File: config.mk
export PLATFORM = sky130hd
export DESIGN_NAME = alu_arbiter_flat
export DESIGN_NICKNAME = d
export VERILOG_FILES = /design/src/rtl/alu_arbiter_if.sv /design/src/rtl/alu_arbiter.sv /design/src/flat_wrapper.sv
export SDC_FILE = /design/constraint.sdc
export NUM_CORES = 1
export LEC_CHECK = 0
export CAP_MARGIN = 20
export CORE_ASPECT_RATIO = 1.25
export CORE_MARGIN = 4
export CORE_UTILIZATION = 34
export CTS_BUF_LIST = sky130_fd_sc_hd__clkbuf_4 sky130_fd_sc_hd__clkbuf_8 sky130_fd_sc_hd__clkbuf_16
export DETAILED_ROUTE_END_ITERATION = 8
export GPL_TIMING_DRIVEN = 0
export PLACE_DENSITY = 0.73
export SLEW_MARGIN = 20
export SYNTH_ARGS = -nofsm -noshare
export SYNTH_HDL_FRONTEND = slang
export SYNTH_SLANG_ARGS = --single-unit
File: constraint.sdc
create_clock -name clk -period 2.1 [get_ports clk]
set_clock_uncertainty 0.15 [all_clocks]
set_input_delay 0.42 -clock clk [delete_from_list [all_inputs] [get_ports clk]]
set_output_delay 0.42 -clock clk [all_outputs]
set_load 0.02 [all_outputs]
File: src/rtl/alu_arbiter_if.sv
// alu_arbiter_if: per-requester request and response channels for the shared alu arbiter
interface alu_arbiter_if #(
    parameter int N_REQ = 2,
    parameter int XLEN  = 32,
    parameter int OP_W  = 4
);
    logic [N_REQ-1:0]      req_valid;
    logic [N_REQ-1:0]      req_ready;
    logic [N_REQ*OP_W-1:0] req_op;
    logic [N_REQ*XLEN-1:0] req_a;
    logic [N_REQ*XLEN-1:0] req_b;
    logic [N_REQ-1:0]      rsp_valid;
    logic [N_REQ-1:0]      rsp_ready;
    logic [XLEN-1:0]       rsp_result;
    logic                  rsp_zero;

    modport master (
        output req_valid, req_op, req_a, req_b, rsp_ready,
        input  req_ready, rsp_valid, rsp_result, rsp_zero
    );

    modport slave (
        input  req_valid, req_op, req_a, req_b, rsp_ready,
        output req_ready, rsp_valid, rsp_result, rsp_zero
    );
endinterface

File: src/rtl/alu_arbiter.sv
// alu_arbiter: round-robin sharing of one combinational alu, one operation in flight
module alu_arbiter #(
    parameter int N_REQ = 2,
    parameter int XLEN  = 32,
    parameter int OP_W  = 4
) (
    input  logic            clk,
    input  logic            rst_n,
    alu_arbiter_if.slave    bus,
    output logic [OP_W-1:0] alu_op,
    output logic [XLEN-1:0] alu_in_a,
    output logic [XLEN-1:0] alu_in_b,
    input  logic [XLEN-1:0] alu_result,
    input  logic            alu_zero
);
    localparam int GW = $clog2(N_REQ);

    typedef enum logic [1:0] {IDLE, EXEC, RESP} state_t;

    state_t          state_q, state_d;
    logic [GW-1:0]   last_q, last_d, owner_q, owner_d, grant, idx;
    logic [OP_W-1:0] op_q, op_d, op_sel;
    logic [XLEN-1:0] a_q, a_d, b_q, b_d, a_sel, b_sel, result_q, result_d;
    logic            zero_q, zero_d, req_acc, rsp_acc;

    // Search descends so the requester nearest after last_q is written last and wins
    always_comb begin
        grant = last_q;
        idx   = '0;
        for (int k = N_REQ; k >= 1; k--) begin
            idx = GW'((int'(last_q) + k) % N_REQ);
            if (bus.req_valid[idx]) grant = idx;
        end
    end

    always_comb begin
        op_sel = '0;
        a_sel  = '0;
        b_sel  = '0;
        for (int i = 0; i < N_REQ; i++) begin
            if (grant == GW'(i)) begin
                op_sel = bus.req_op[i*OP_W +: OP_W];
                a_sel  = bus.req_a[i*XLEN +: XLEN];
                b_sel  = bus.req_b[i*XLEN +: XLEN];
            end
        end
    end

    // rst_n gating keeps req_ready low while reset is held
    assign req_acc = rst_n && state_q == IDLE && |bus.req_valid;
    assign rsp_acc = state_q == RESP && bus.rsp_ready[owner_q];

    always_comb begin
        state_d = state_q == IDLE ? (req_acc ? EXEC : IDLE) :
                  state_q == EXEC ? RESP : (rsp_acc ? IDLE : RESP);
    end

    always_comb begin
        op_d     = req_acc ? op_sel : op_q;
        a_d      = req_acc ? a_sel : a_q;
        b_d      = req_acc ? b_sel : b_q;
        last_d   = req_acc ? grant : last_q;
        owner_d  = req_acc ? grant : owner_q;
        result_d = state_q == EXEC ? alu_result : result_q;
        zero_d   = state_q == EXEC ? alu_zero : zero_q;
    end

    always_ff @(posedge clk or negedge rst_n) begin
        if (!rst_n) begin
            state_q  <= IDLE;
            last_q   <= GW'(N_REQ - 1);
            owner_q  <= '0;
            op_q     <= '0;
            a_q      <= '0;
            b_q      <= '0;
            result_q <= '0;
            zero_q   <= 1'b0;
        end else begin
            state_q  <= state_d;
            last_q   <= last_d;
            owner_q  <= owner_d;
            op_q     <= op_d;
            a_q      <= a_d;
            b_q      <= b_d;
            result_q <= result_d;
            zero_q   <= zero_d;
        end
    end

    always_comb begin
        bus.req_ready  = req_acc ? N_REQ'(1) << grant : '0;
        bus.rsp_valid  = state_q == RESP ? N_REQ'(1) << owner_q : '0;
        bus.rsp_result = result_q;
        bus.rsp_zero   = zero_q;
        alu_op         = op_q;
        alu_in_a       = a_q;
        alu_in_b       = b_q;
    end

    a_req_onehot: assert property (@(posedge clk) disable iff (!rst_n) $onehot0(bus.req_ready));
    a_rsp_onehot: assert property (@(posedge clk) disable iff (!rst_n) $onehot0(bus.rsp_valid));
    a_rsp_stable: assert property (@(posedge clk) disable iff (!rst_n)
        (bus.rsp_valid != '0 && !rsp_acc) |=> $stable(bus.rsp_result) && $stable(bus.rsp_zero));
    a_ready_idle: assert property (@(posedge clk) disable iff (!rst_n)
        state_q != IDLE |-> bus.req_ready == '0);

    for (genvar g = 0; g < N_REQ; g++) begin : g_req_chk
        a_req_stable: assert property (@(posedge clk) disable iff (!rst_n)
            (bus.req_valid[g] && !bus.req_ready[g]) |=> !bus.req_valid[g] ||
            ($stable(bus.req_op[g*OP_W +: OP_W]) && $stable(bus.req_a[g*XLEN +: XLEN]) &&
             $stable(bus.req_b[g*XLEN +: XLEN])));
    end
endmodule

File: src/flat_wrapper.sv
// flat-port wrapper written by rule: the top's interface ports become plain ports
module alu_arbiter_flat 
#(
    parameter int N_REQ = 2,
    parameter int XLEN  = 32,
    parameter int OP_W  = 4
)
  (clk, rst_n, alu_op, alu_in_a, alu_in_b, alu_result, alu_zero, bus_req_valid, bus_req_op, bus_req_a, bus_req_b, bus_rsp_ready, bus_req_ready, bus_rsp_valid, bus_rsp_result, bus_rsp_zero);
  alu_arbiter_if #(.N_REQ(N_REQ), .XLEN(XLEN), .OP_W(OP_W)) bus_i ();
  input  logic clk;
  input  logic rst_n;
  output logic [OP_W-1:0] alu_op;
  output logic [XLEN-1:0] alu_in_a;
  output logic [XLEN-1:0] alu_in_b;
  input  logic [XLEN-1:0] alu_result;
  input  logic alu_zero;
  input wire logic [$bits(bus_i.req_valid)-1:0] bus_req_valid;
  input wire logic [$bits(bus_i.req_op)-1:0] bus_req_op;
  input wire logic [$bits(bus_i.req_a)-1:0] bus_req_a;
  input wire logic [$bits(bus_i.req_b)-1:0] bus_req_b;
  input wire logic [$bits(bus_i.rsp_ready)-1:0] bus_rsp_ready;
  output wire logic [$bits(bus_i.req_ready)-1:0] bus_req_ready;
  output wire logic [$bits(bus_i.rsp_valid)-1:0] bus_rsp_valid;
  output wire logic [$bits(bus_i.rsp_result)-1:0] bus_rsp_result;
  output wire logic [$bits(bus_i.rsp_zero)-1:0] bus_rsp_zero;
  assign bus_i.req_valid = bus_req_valid;
  assign bus_i.req_op = bus_req_op;
  assign bus_i.req_a = bus_req_a;
  assign bus_i.req_b = bus_req_b;
  assign bus_i.rsp_ready = bus_rsp_ready;
  assign bus_req_ready = bus_i.req_ready;
  assign bus_rsp_valid = bus_i.rsp_valid;
  assign bus_rsp_result = bus_i.rsp_result;
  assign bus_rsp_zero = bus_i.rsp_zero;
  alu_arbiter #(.N_REQ(N_REQ), .XLEN(XLEN), .OP_W(OP_W)) u_core (.clk(clk), .rst_n(rst_n), .bus(bus_i), .alu_op(alu_op), .alu_in_a(alu_in_a), .alu_in_b(alu_in_b), .alu_result(alu_result), .alu_zero(alu_zero));
endmodule
### After elaboration in Yosys (flattened, before gate mapping)

Cells that the tools add are included.

| word-level totals | value |
|---|---|
| bits in read-only memories | 0 |
| latch bits | 0 |
| bits in registers | 105 |
| logic and storage cells | 39 |
| memory bits (writable) | 0 |
| output and inout bits | 105 |
| memories | 0 |

| cells by class | value |
|---|---|
| shifts and indexed selects | 2 |
| multiply operators | 0 |
| add/sub/neg operators | 2 |
| reductions and logical operators | 5 |
| equal/unequal tests | 2 |
| muxes and demuxes | 17 |
| magnitude comparators | 3 |
| bitwise logic cells | 0 |
| divide/modulo/power cells | 0 |

Operators by type and width:

| operator | count |
|---|---|
| $mux 32 | 2 |
| $mux 2 | 5 |
| $mux 1 | 9 |
| $lt 1x2->1 const B | 3 |
| $mux 4 | 1 |
| $shl 1x1->2 const A | 2 |
| $logic_and 1x1->1 | 3 |
| $add 1x1->1 const B | 2 |
| $eq 2x1->1 const B | 1 |
| $eq 2x2->1 const B | 1 |
| $logic_not 2->1 | 1 |
| $reduce_or 2->1 | 1 |

### Depth between registers and ports, before layout

| depth | value |
|---|---|
| depth in word-level cells | 7 |
| gate-level depth with buffers | 7 |

### Least setup slack after synthesis

No wires, ideal clock.

| timing | value |
|---|---|
| kind | register to output |
| start | reg u_core.last_q |
| end | out bus_req_ready[0] |
| cell stages (with the launch flop) | 6 |
| arrival | 1378 ps |
| slack | 152 ps |
| cell sequence | dfstp_2 and2_1 clkbuf_1 clkbuf_2 nor2_1 nor2_1 |

| between the ends | value |
|---|---|
| cells in the longest elaborated chain, start to end | 7 |
| elaborated cells on any way between the ends | 10 |

RTL lines:

| what | line | RTL |
|---|---|---|
| from (decl) | alu_arbiter.sv:21 | `logic [GW-1:0] last_q, last_d, owner_q, owner_d, grant, idx;` |
| from (signal assigned) | alu_arbiter.sv:71 | `last_q <= GW'(N_REQ - 1);` |
| from (signal assigned) | alu_arbiter.sv:80 | `last_q <= last_d;` |
| $add 1x1->1 | alu_arbiter.sv:31 | `idx = GW'((int'(last_q) + k) % N_REQ);` |
| $mux 1 (not written as such) (2 in a row) | alu_arbiter.sv:32 | `if (bus.req_valid[idx]) grant = idx;` |
| $mux 1 | alu_arbiter.sv:32 |  |
| $mux 1 * | alu_arbiter.sv:32 |  |
| $shl 1x1->2 * | alu_arbiter.sv:91 | `bus.req_ready = req_acc ? N_REQ'(1) << grant : '0;` |
| $mux 2 * | alu_arbiter.sv:91 |  |
| to (decl) | flat_wrapper.sv:22 | `output wire logic [$bits(bus_i.req_ready)-1:0] bus_req_ready;` |

Every way passes the cells marked *; elsewhere a longest branch is shown, timed or not. The select of a mux whose other input is x is not followed.

### Final worst setup path

Same ends and word-level chain as after synthesis.

==> impl_metrics.json <==
{
  "synth_compound_area_share_pct": 23.0,
  "crit_arrival_ns": 1.57,
  "h-tree-depth": 3,
  "synthSimpleGateAreaFrac_pct": 8.83,
  "critPathCaptureType": "output port",
  "wire_per_inst_um": 19.9,
  "finalWorstSetupSlack_ns": -0.0401,
  "critical_path_required_ns": 1.53,
  "worst_hold_slack_ns": 0.358,
  "firstDrtPassIters": 4,
  "globalRouteMet1Util_pct": 27.6,
  "wl_um": 19400,
  "crit_chain": "and2_4, clkbuf_16, nor2_4, nor2_1, buf_4",
  "p_sw_mw": 4.66,
  "cts_tree": "built",
  "power_leakage_nw": 3.39,
  "post-route-min-period_ns": 2.14,
  "rows": 48,
  "antenna_cells": 0,
  "cts_buffers": 9,
  "powerDensity_nw_per_um2": 1370,
  "drv_slew": 0,
  "hold_viol_final": 0,
  "grt.busiest_layer": "met2",
  "grt_overflow": 0,
  "synthXorXnorAreaFrac_pct": 0,
  "synth_top_family_by_area": "compound AO/OA/AOI/OAI gates",
  "post-route-drc-count": 0,
  "syn_inst": 484,
  "fmax_mhz": 467,
  "comb_power_share_pct": 55.2,
  "clock-sinks": 105,
  "cts_buffer_depth": 2,
  "max_slew.worst_pin.slew_ns": 0.491,
  "start_util_pct": 34.8,
  "detailed_place_hpwl_um": 14400,
  "reg2reg_to": "u_core.alu_in_b[21]",
  "clkTransAtPathRegs_ns": 0.07,
  "first_iter_violations": 244,
  "insertion_delay_ns": 0.34,
  "critPathKind": "flop to output port",
  "io_pins": 280,
  "fin_area_um2": 8500,
  "dp_slack_ns": -1.32,
  "die_h_um": 141,
  "cts_root_buffer": "clkbuf_16",
  "cp-start-kind": "flop",
  "syn_area_per_cell_um2": 9.99,
  "core_um2": 13900,
  "ant_nets": 0,
  "seq_area_frac_synth_pct": 54.4,
  "rsz0062_at_grt": "true",
  "via_per_inst": 5.31,
  "grt_pass1_wl_um": 29600,
  "holdCritStartpoint": "u_core.bus.rsp_result[8]",
  "place.gp.congestion": 0.813,
  "placed_cell_area_um2": 7880,
  "cp_slowest_stage_delay_ns": 0.59,
  "synth_fa_ha_area_share_pct": 0,
  "clkPwrFrac_pct": 13.7,
  "switching_share_pct": 40.0,
  "status": "finished with violations",
  "syn_nets": 659,
  "die_w_um": 115,
  "rr_startpoint": "u_core.last_q",
  "post-route-period-util_pct": 102,
  "slew_headroom_pct": 67.3,
  "synth-seq-cells": 105,
  "hold_path_end": "u_core.bus.rsp_result[8]",
  "reg2reg_depth": 5,
  "synth_warnings": 0,
  "total_power_mw": 11.7,
  "cpLargestDelayFamily": "flip-flops",
  "use_met3_pct": 5.67,
  "fin_nets": 969,
  "dieArea_um2": 16200,
  "synth_area_um2": 4830,
  "critPathMaxFanout": 5,
  "min_path_type": "flop to flop",
  "whs_path_depth": 1,
  "crit_slowest_cell": "dfstp_2",
  "grt.met2_usage_pct": 42.1,
  "grt_usage_pct": 23.3,
  "drive_gt1_share_pct": 13.3,
  "drv_cap": 0,
  "power_frac_seq_pct": 31.2,
  "synth_cell_type_count": 26,
  "synthToLayoutAreaGrowth_pct": 75.8,
  "grt_max_degree": 29,
  "cp_num_buf_inv": 2,
  "failed_checks": "negative setup slack",
  "p_int_mw": 7.00,
  "ir_drop_mv": 0.727,
  "antenna_found_initial": 0,
  "final_core_util_pct": 61.2,
  "r2r_slack_ns": 0.19,
  "setup_viol": 2,
  "synth_mux_area_share_pct": 8.36,
  "io_buffers": 279,
  "grt_pass1_vias": 5387,
  "vias": 5173
}
## what timing repair did
action,CTS,global route
hold buffers,7,0
endpoints found under the hold margin,77,0
setup buffers,9,2
setup endpoints to repair,75,24
gates resized for setup,33,8
gates cloned,2,0
pin swaps,3,5
## layer usage
layer  wire length (um)  part of all wire [%]  vias up
met5                  0                     0        -
met4                305                   1.6        0
met3               1510                   7.8       24
met2              10100                    52      236
met1               7490                    39     2494
li1                   -                     -     2419
## how the worst max path moves through the flow
stage,startpoint,endpoint,slack [ns],cells after the start
floorplan,u_core.last_q,bus_req_ready[0],0.15,5
global placement,rst_n,bus_req_ready[1],-4.56,5
detailed placement,bus_req_valid[1],bus_req_ready[0],-1.32,6
CTS,u_core.last_q,bus_req_ready[0],-0.08,5
global route,u_core.last_q,bus_req_ready[0],-0.08,5
finish,u_core.last_q,bus_req_ready[0],-0.04,5
## through the flow
step | TNS (ns) | std cells
2_1_floorplan | 0 | 484
3_3_place_gp | -652.33 | 938
3_5_place_dp | -41.16 | 939
4_1_cts | -0.129 | 972
5_1_grt | -0.160 | 974
6_report | -0.0651 | 974
## layout by cell type (no fill, tap or decap), drive strengths merged, types with 2 or more instances in the layout
cell / Yosys / final
clkdlybuf4s50: 0 / 272
dfrtp: 104 / 104
nand3: 68 / 68
o21ai: 68 / 68
a21oi: 68 / 68
a31oi: 68 / 68
clkbuf: 34 / 43
buf: 22 / 42
mux2: 35 / 35
dlygate4sd3: 0 / 4
dlygate4sd2: 0 / 3
nor2: 3 / 3
inv: 1 / 3
clkinv: 0 / 2
bufbuf: 0 / 2
or2: 2 / 2
nor3b: 2 / 2
nand2: 2 / 2
## synthesized netlist by cell type (all sizes together)
cell | instances | area, um2
clkbuf | 34 | 129
nor3b | 2 | 26.3
mux2i | 1 | 10.0
or2 | 2 | 12.5
a21oi | 68 | 340
and3b | 1 | 8.76
nand2 | 2 | 10.0
nand3 | 68 | 340
dfrtp | 104 | 2600
o21ai | 68 | 340
mux2 | 35 | 394
and2 | 1 | 6.26
a31oi | 68 | 425
buf | 22 | 129
a21o | 1 | 7.51
dfstp | 1 | 26.3
inv | 1 | 3.75
nor3 | 1 | 5.00
nor2 | 3 | 11.3
nand2b | 1 | 6.26
## registers in the layout, indices dropped and copies added (netlist names)
signal	flops
u_core.owner_q	1
u_core.alu_in_a	32
u_core.bus.rsp_result	32
u_core.alu_op	4
u_core.last_q	1
u_core.alu_in_b	32
u_core.bus.rsp_zero	1
u_core.state_q	2
## cells by family after synthesis
family	Yosys count
AOI/OAI and AO/OA	205
muxes	36
buffers and inverters	57
DFF	105
and+or+nand+nor	81
## power groups by stage
stage / clock, mW / sequential, mW / combinational, mW
finish: 1.59 / 3.64 / 6.44
global route: 1.72 / 3.77 / 6.87
CTS: 1.62 / 3.63 / 6.46
detailed placement: 0 / 3.65 / 6.28
global placement: 0 / 3.61 / 6.14
floorplan: 0 / 4.79 / 1.96
## final cells by class
| cell class | count | area (um2) |
|---|---|---|
| Clock buffer | 12 | 248 |
| Multi-Input combinational cell | 322 | 1970 |
| Clock inverter | 4 | 27.5 |
| Buffer | 55 | 302 |
| Sequential cell | 105 | 2630 |
| Fill cell | 1185 | 5380 |
| Inverter | 1 | 3.75 |
| Tap cell | 175 | 219 |
| Timing Repair Buffer | 300 | 3100 |
Power figures use the tool's default switching activity.
==> edit 1: new RTL, same settings <==
`XLEN` is set to 32 in 3 places; all go to 24.
--- a/src/rtl/alu_arbiter_if.sv
+++ b/src/rtl/alu_arbiter_if.sv
@@ -1,7 +1,7 @@
 // alu_arbiter_if: per-requester request and response channels for the shared alu arbiter
 interface alu_arbiter_if #(
     parameter int N_REQ = 2,
-    parameter int XLEN  = 32,
+    parameter int XLEN  = 24,
     parameter int OP_W  = 4
 );
     logic [N_REQ-1:0]      req_valid;
--- a/src/rtl/alu_arbiter.sv
+++ b/src/rtl/alu_arbiter.sv
@@ -1,7 +1,7 @@
 // alu_arbiter: round-robin sharing of one combinational alu, one operation in flight
 module alu_arbiter #(
     parameter int N_REQ = 2,
-    parameter int XLEN  = 32,
+    parameter int XLEN  = 24,
     parameter int OP_W  = 4
 ) (
     input  logic            clk,
--- a/src/flat_wrapper.sv
+++ b/src/flat_wrapper.sv
@@ -2,7 +2,7 @@
 module alu_arbiter_flat 
 #(
     parameter int N_REQ = 2,
-    parameter int XLEN  = 32,
+    parameter int XLEN  = 24,
     parameter int OP_W  = 4
 )
   (clk, rst_n, alu_op, alu_in_a, alu_in_b, alu_result, alu_zero, bus_req_valid, bus_req_op, bus_req_a, bus_req_b, bus_rsp_ready, bus_req_ready, bus_rsp_valid, bus_rsp_result, bus_rsp_zero);
Interface: changed (6 resized); port bits go from 280 to 216. The function was not compared with the original's and may differ.
==> edit 1 against the unedited design <==
Synthesized area fell by 21%. Combinational power fell by 24%. Design area fell by 21%. Hold slack got worse by 250 ps. Die area fell by 20%. Total power fell by 19%. Global-route usage fell by 2.9 points. Setup slack improved by 120 ps. Routed wire length fell by 31%. Sequential share of layout area fell by 0.74 points. Sequential cell count fell by 24. Count of clock-buffer cells in the layout fell by 1.
==> edit 1: results (changes against the unedited design) <==
metric,value,unit,change
p_comb_share,51.6,%,-3.6 points
n_antenna_cell,0,,unchanged
ys_seq_area_share,53.0,%,-1.4 points
reg2reg_from,u_core.last_q$_DFFE_PN1P_,,
drt-initial-drc-count,121,,-50%
syn_nets,508,,-23%
ctsResizeCount,28,,-15%
wl_met2,6880,um,-32%
grtUsageMet2,35.3,%,-6.7 points
timing.rr.end,u_core.alu_in_a[14]$_DFFE_PN0P_,,
comb.multi_input.count,250,,-22%
drt-met1-wl,5230,um,-30%
fillerInstances,944,,-20%
power_leakage,2.70,nW,-20%
status,finished clean,,
io_buffers,215,,-23%
n_clock_buffer,11,,-1
ys_ff_latch,81,,-23%
total_power,0.00950,W,-19%
synthTopCellsByArea,"dfrtp_1 52%, a31oi_1 8.5%, mux2_2 7.4%",,
synth_common_cells,"80 x dfrtp_1, 52 x a21oi_1, 52 x a31oi_1, 52 x nand3_1, 51 x o21ai_0",,
syn_inst,373,,-23%
hold_path_class,primary input to asynchronous set/reset pin,,
r2r_cells,6,,+1
multi_input_area,1540,um2,-22%
dp.cells,724,,-23%
postCtsSetupRepairBufs,4,,-5
seq_power_share,29.4,%,-1.8 points
drive_gt1_share,15.2,%,+2.0 points
use_met1,25.1,%,-2.6 points
ir_worst_vdd,678,uV,-6.7%
topRoutingLayerUsed,met4,,
vias,3950,,-24%
grt_use_total,20.4,%,-2.9 points
clk_share,5.19,%,+2.0 points
drtPass1Iterations,7,,+3
via_per_inst,5.25,,-1.1%
wl_met3,1080,um,-29%
slew-limit-headroom,36.1,%,-31 points
nNonClkBuffers,269,,-24%
grt_util_met3,5.01,%,-0.67 points
cts_hold_buf,4,,-3
nNetsFinal,747,,-23%
grt_max_degree,22,,-24%
worstPathArrival,1450,ps,-120 ps
seq_area,2030,um2,-23%
yosysWarningCount,0,,unchanged
gp_congestion,0.832,,+2.4%
p_int,0.00596,W,-15%
wirelength,13400,um,-31%
cts_buffer_depth,2,,unchanged
yosysUniqueCellTypes,29,,+12%
crit_fanout,10,,+5
buffer_area_share,39.1,%,-0.92 points
cpLargestDelayFamily,flip-flops,,
dp_slack,-1300,ps,+16.4 ps
dp_hpwl,9750,um,-32%
grt_pass1_wl,20700,um,-30%
## edit 1: worst max-delay path by stage
stage,start,end,slack [ps],cells after the start
4_1_cts,bus_req_valid[0],bus_req_ready[1],-60,6
6_report,u_core.last_q$_DFFE_PN1P_,bus_req_ready[1],80,4
3_5_place_dp,rst_n,bus_req_ready[1],-1300,6
2_1_floorplan,u_core.state_q[1]$_DFF_PN0_,bus_req_ready[1],100,3
3_3_place_gp,rst_n,bus_req_ready[1],-3900,5
5_1_grt,u_core.last_q$_DFFE_PN1P_,bus_req_ready[1],3,4
## edit 1: kinds of logic after synthesis
group                  Yosys count  share of synthesized area [%]
DFF                             81                           53.0
and+or+nand+nor                 65                           9.29
muxes                           28                           8.21
AOI/OAI and AO/OA              157                           22.3
buffers and inverters           42                           7.16
## edit 1: per-stage QoR
stage	TNS, ps	area, um2	hold WS (ps)
final	0	6720	111
after global routing	0	6720	147
after CTS	-61.3	6700	357
after detailed placement	-33190	6160	286
after global placement	-375340	6150	336
after floorplan	0	3830	-25.6
==> edit 2: new RTL, same settings <==
Made on the original files. `op_q`, `a_q`, `b_q` and `result_q` no longer have a reset.
--- a/src/rtl/alu_arbiter.sv
+++ b/src/rtl/alu_arbiter.sv
@@ -70,21 +70,20 @@
             state_q  <= IDLE;
             last_q   <= GW'(N_REQ - 1);
             owner_q  <= '0;
-            op_q     <= '0;
-            a_q      <= '0;
-            b_q      <= '0;
-            result_q <= '0;
             zero_q   <= 1'b0;
         end else begin
             state_q  <= state_d;
             last_q   <= last_d;
             owner_q  <= owner_d;
-            op_q     <= op_d;
-            a_q      <= a_d;
-            b_q      <= b_d;
-            result_q <= result_d;
             zero_q   <= zero_d;
         end
+    end
+
+    always_ff @(posedge clk) begin
+        op_q     <= op_d;
+        a_q      <= a_d;
+        b_q      <= b_d;
+        result_q <= result_d;
     end
 
     always_comb begin
Formal check against the unedited RTL: differs if rst_n is asserted again (counterexample within 4 cycles, from zero or initial values and one cycle with rst_n low); with rst_n held inactive, the same outputs for 10 cycles.
==> edit 2 against the unedited design <==
The run still ends with setup timing left. Cell count is 31% lower. Setup slack better by 18 ps. Sequential cell count is the same. Core utilization is 4.2 points higher. Routed wire length is 35% lower. Synthesized area shrank 15%. Hold slack lost 310 ps. Design area decreased by 9.7%. Non-clock buffer count is 49 lower. Critical endpoint is now bus_req_ready[1].
Power is not compared: it rests on default switching activity, and its combinational part moved more than twofold at a synthesized area within 25%.
==> edit 2: results (changes against the unedited design) <==
metric,value,unit,change
drt-met1-wl,4280,um,-43%
n_clock_buffer,9,,-3
setup_tns,-44.4,ps,+20.7 ps
grt_pass1_wl,17700,um,-40%
synth_compound_area_share,0.577,%,-22 points
final.setup.worst_slack,-22.3,ps,+17.8 ps
ys_seq_area_share,75.9,%,+22 points
topRoutingLayerUsed,met4,,
postCtsSetupRepairBufs,11,,+2
final_cells,672,,-31%
grt_pass1_vias,3174,,-41%
yosysUniqueCellTypes,16,,-38%
violations,setup timing,,
timing.rr.end,u_core.alu_in_b[1]$_DFFE_PP_,,
multi_input_area,925,um2,-53%
cpMaxStageDelayCell,dfrtp_2,,
use_met1,17.3,%,-10 points
vias,2949,,-43%
reg2reg_from,u_core.state_q[0]$_DFF_PN0_,,
ctsResizeCount,24,,-27%
cpLargestDelayFamily,simple AND/OR/NAND/NOR gates,,
largestClassByArea,sequential cells,,
slew-limit-headroom,68.3,%,+0.98 points
nNetsFinal,682,,-30%
reg2reg_slack,100,ps,-90 ps
worstPathArrival,1550,ps,-20 ps
synth_common_cells,"100 x edfxtp_1, 69 x mux2_2, 7 x buf_6",,
wirelength,12700,um,-35%
yosys_most_used_dff,edfxtp_1,,
muxShareOfSynthArea,19.6,%,+11 points
r2r_cells,6,,+1
grtUsageMet2,32.2,%,-9.8 points
gp_congestion,0.759,,-6.6%
max_stage_delay,450,ps,-140 ps
synthTopCellsByArea,"edfxtp_1 73%, mux2_2 19%, dfrtp_1 2.4%",,
dp.cells,645,,-31%
whs,52.3,ps,-305 ps
inverters,2,,+1
dp_hpwl,9760,um,-32%
nNonClkBuffers,306,,-14%
syn_inst,197,,-59%
grt_use_total,17.2,%,-6.1 points
wl_met3,1490,um,-1.5%
grt_max_degree,20,,-31%
buffer_area_share,40.4,%,+0.42 points
clk_share,4.03,%,+0.79 points
status,finished with violations,,
p_int,0.00540,W,
synthArstFlopShare,4.76,%,-95 points
cts_hold_buf,1,,-6
synth_edf_count,100,,+100
seq_area,3130,um2,+19%
finalSetupViolCount,2,,unchanged
ys_ff_latch,105,,unchanged
wl_met2,6770,um,-33%
## edit 2: changes by cell type in the layout (fill, tap and decap cells not counted), moves of 8 or more
| cell | delta |
|---|---|
| buf_4 | -8 |
| o21ai_0 | -68 |
| edfxtp_1 | +100 |
| mux2_2 | +34 |
| nand3_1 | -68 |
| buf_6 | +11 |
| buf_2 | -14 |
| clkbuf_1 | -28 |
| dfrtp_1 | -102 |
| a21oi_1 | -68 |
| a31oi_1 | -68 |
## edit 2: worst register-to-register path, stage by stage, from the launching register on
cell and delay (ps):
dfrtp_2 450, nor4b_4 370, buf_4 180, buf_4 130, buf_6 150, buf_6 140, buf_6 150
## edit 2: stage by stage
stage / worst slack [ps] / instance area, um2 / util [%]
after detailed placement: -1670 / 7220 / 61.6
after global routing: -101 / 7670 / 65.5
after CTS: -31.0 / 7640 / 65.2
after floorplan: -1780 / 4120 / -
after global placement: -3920 / 7110 / 60.7
final: -22.3 / 7670 / 65.5
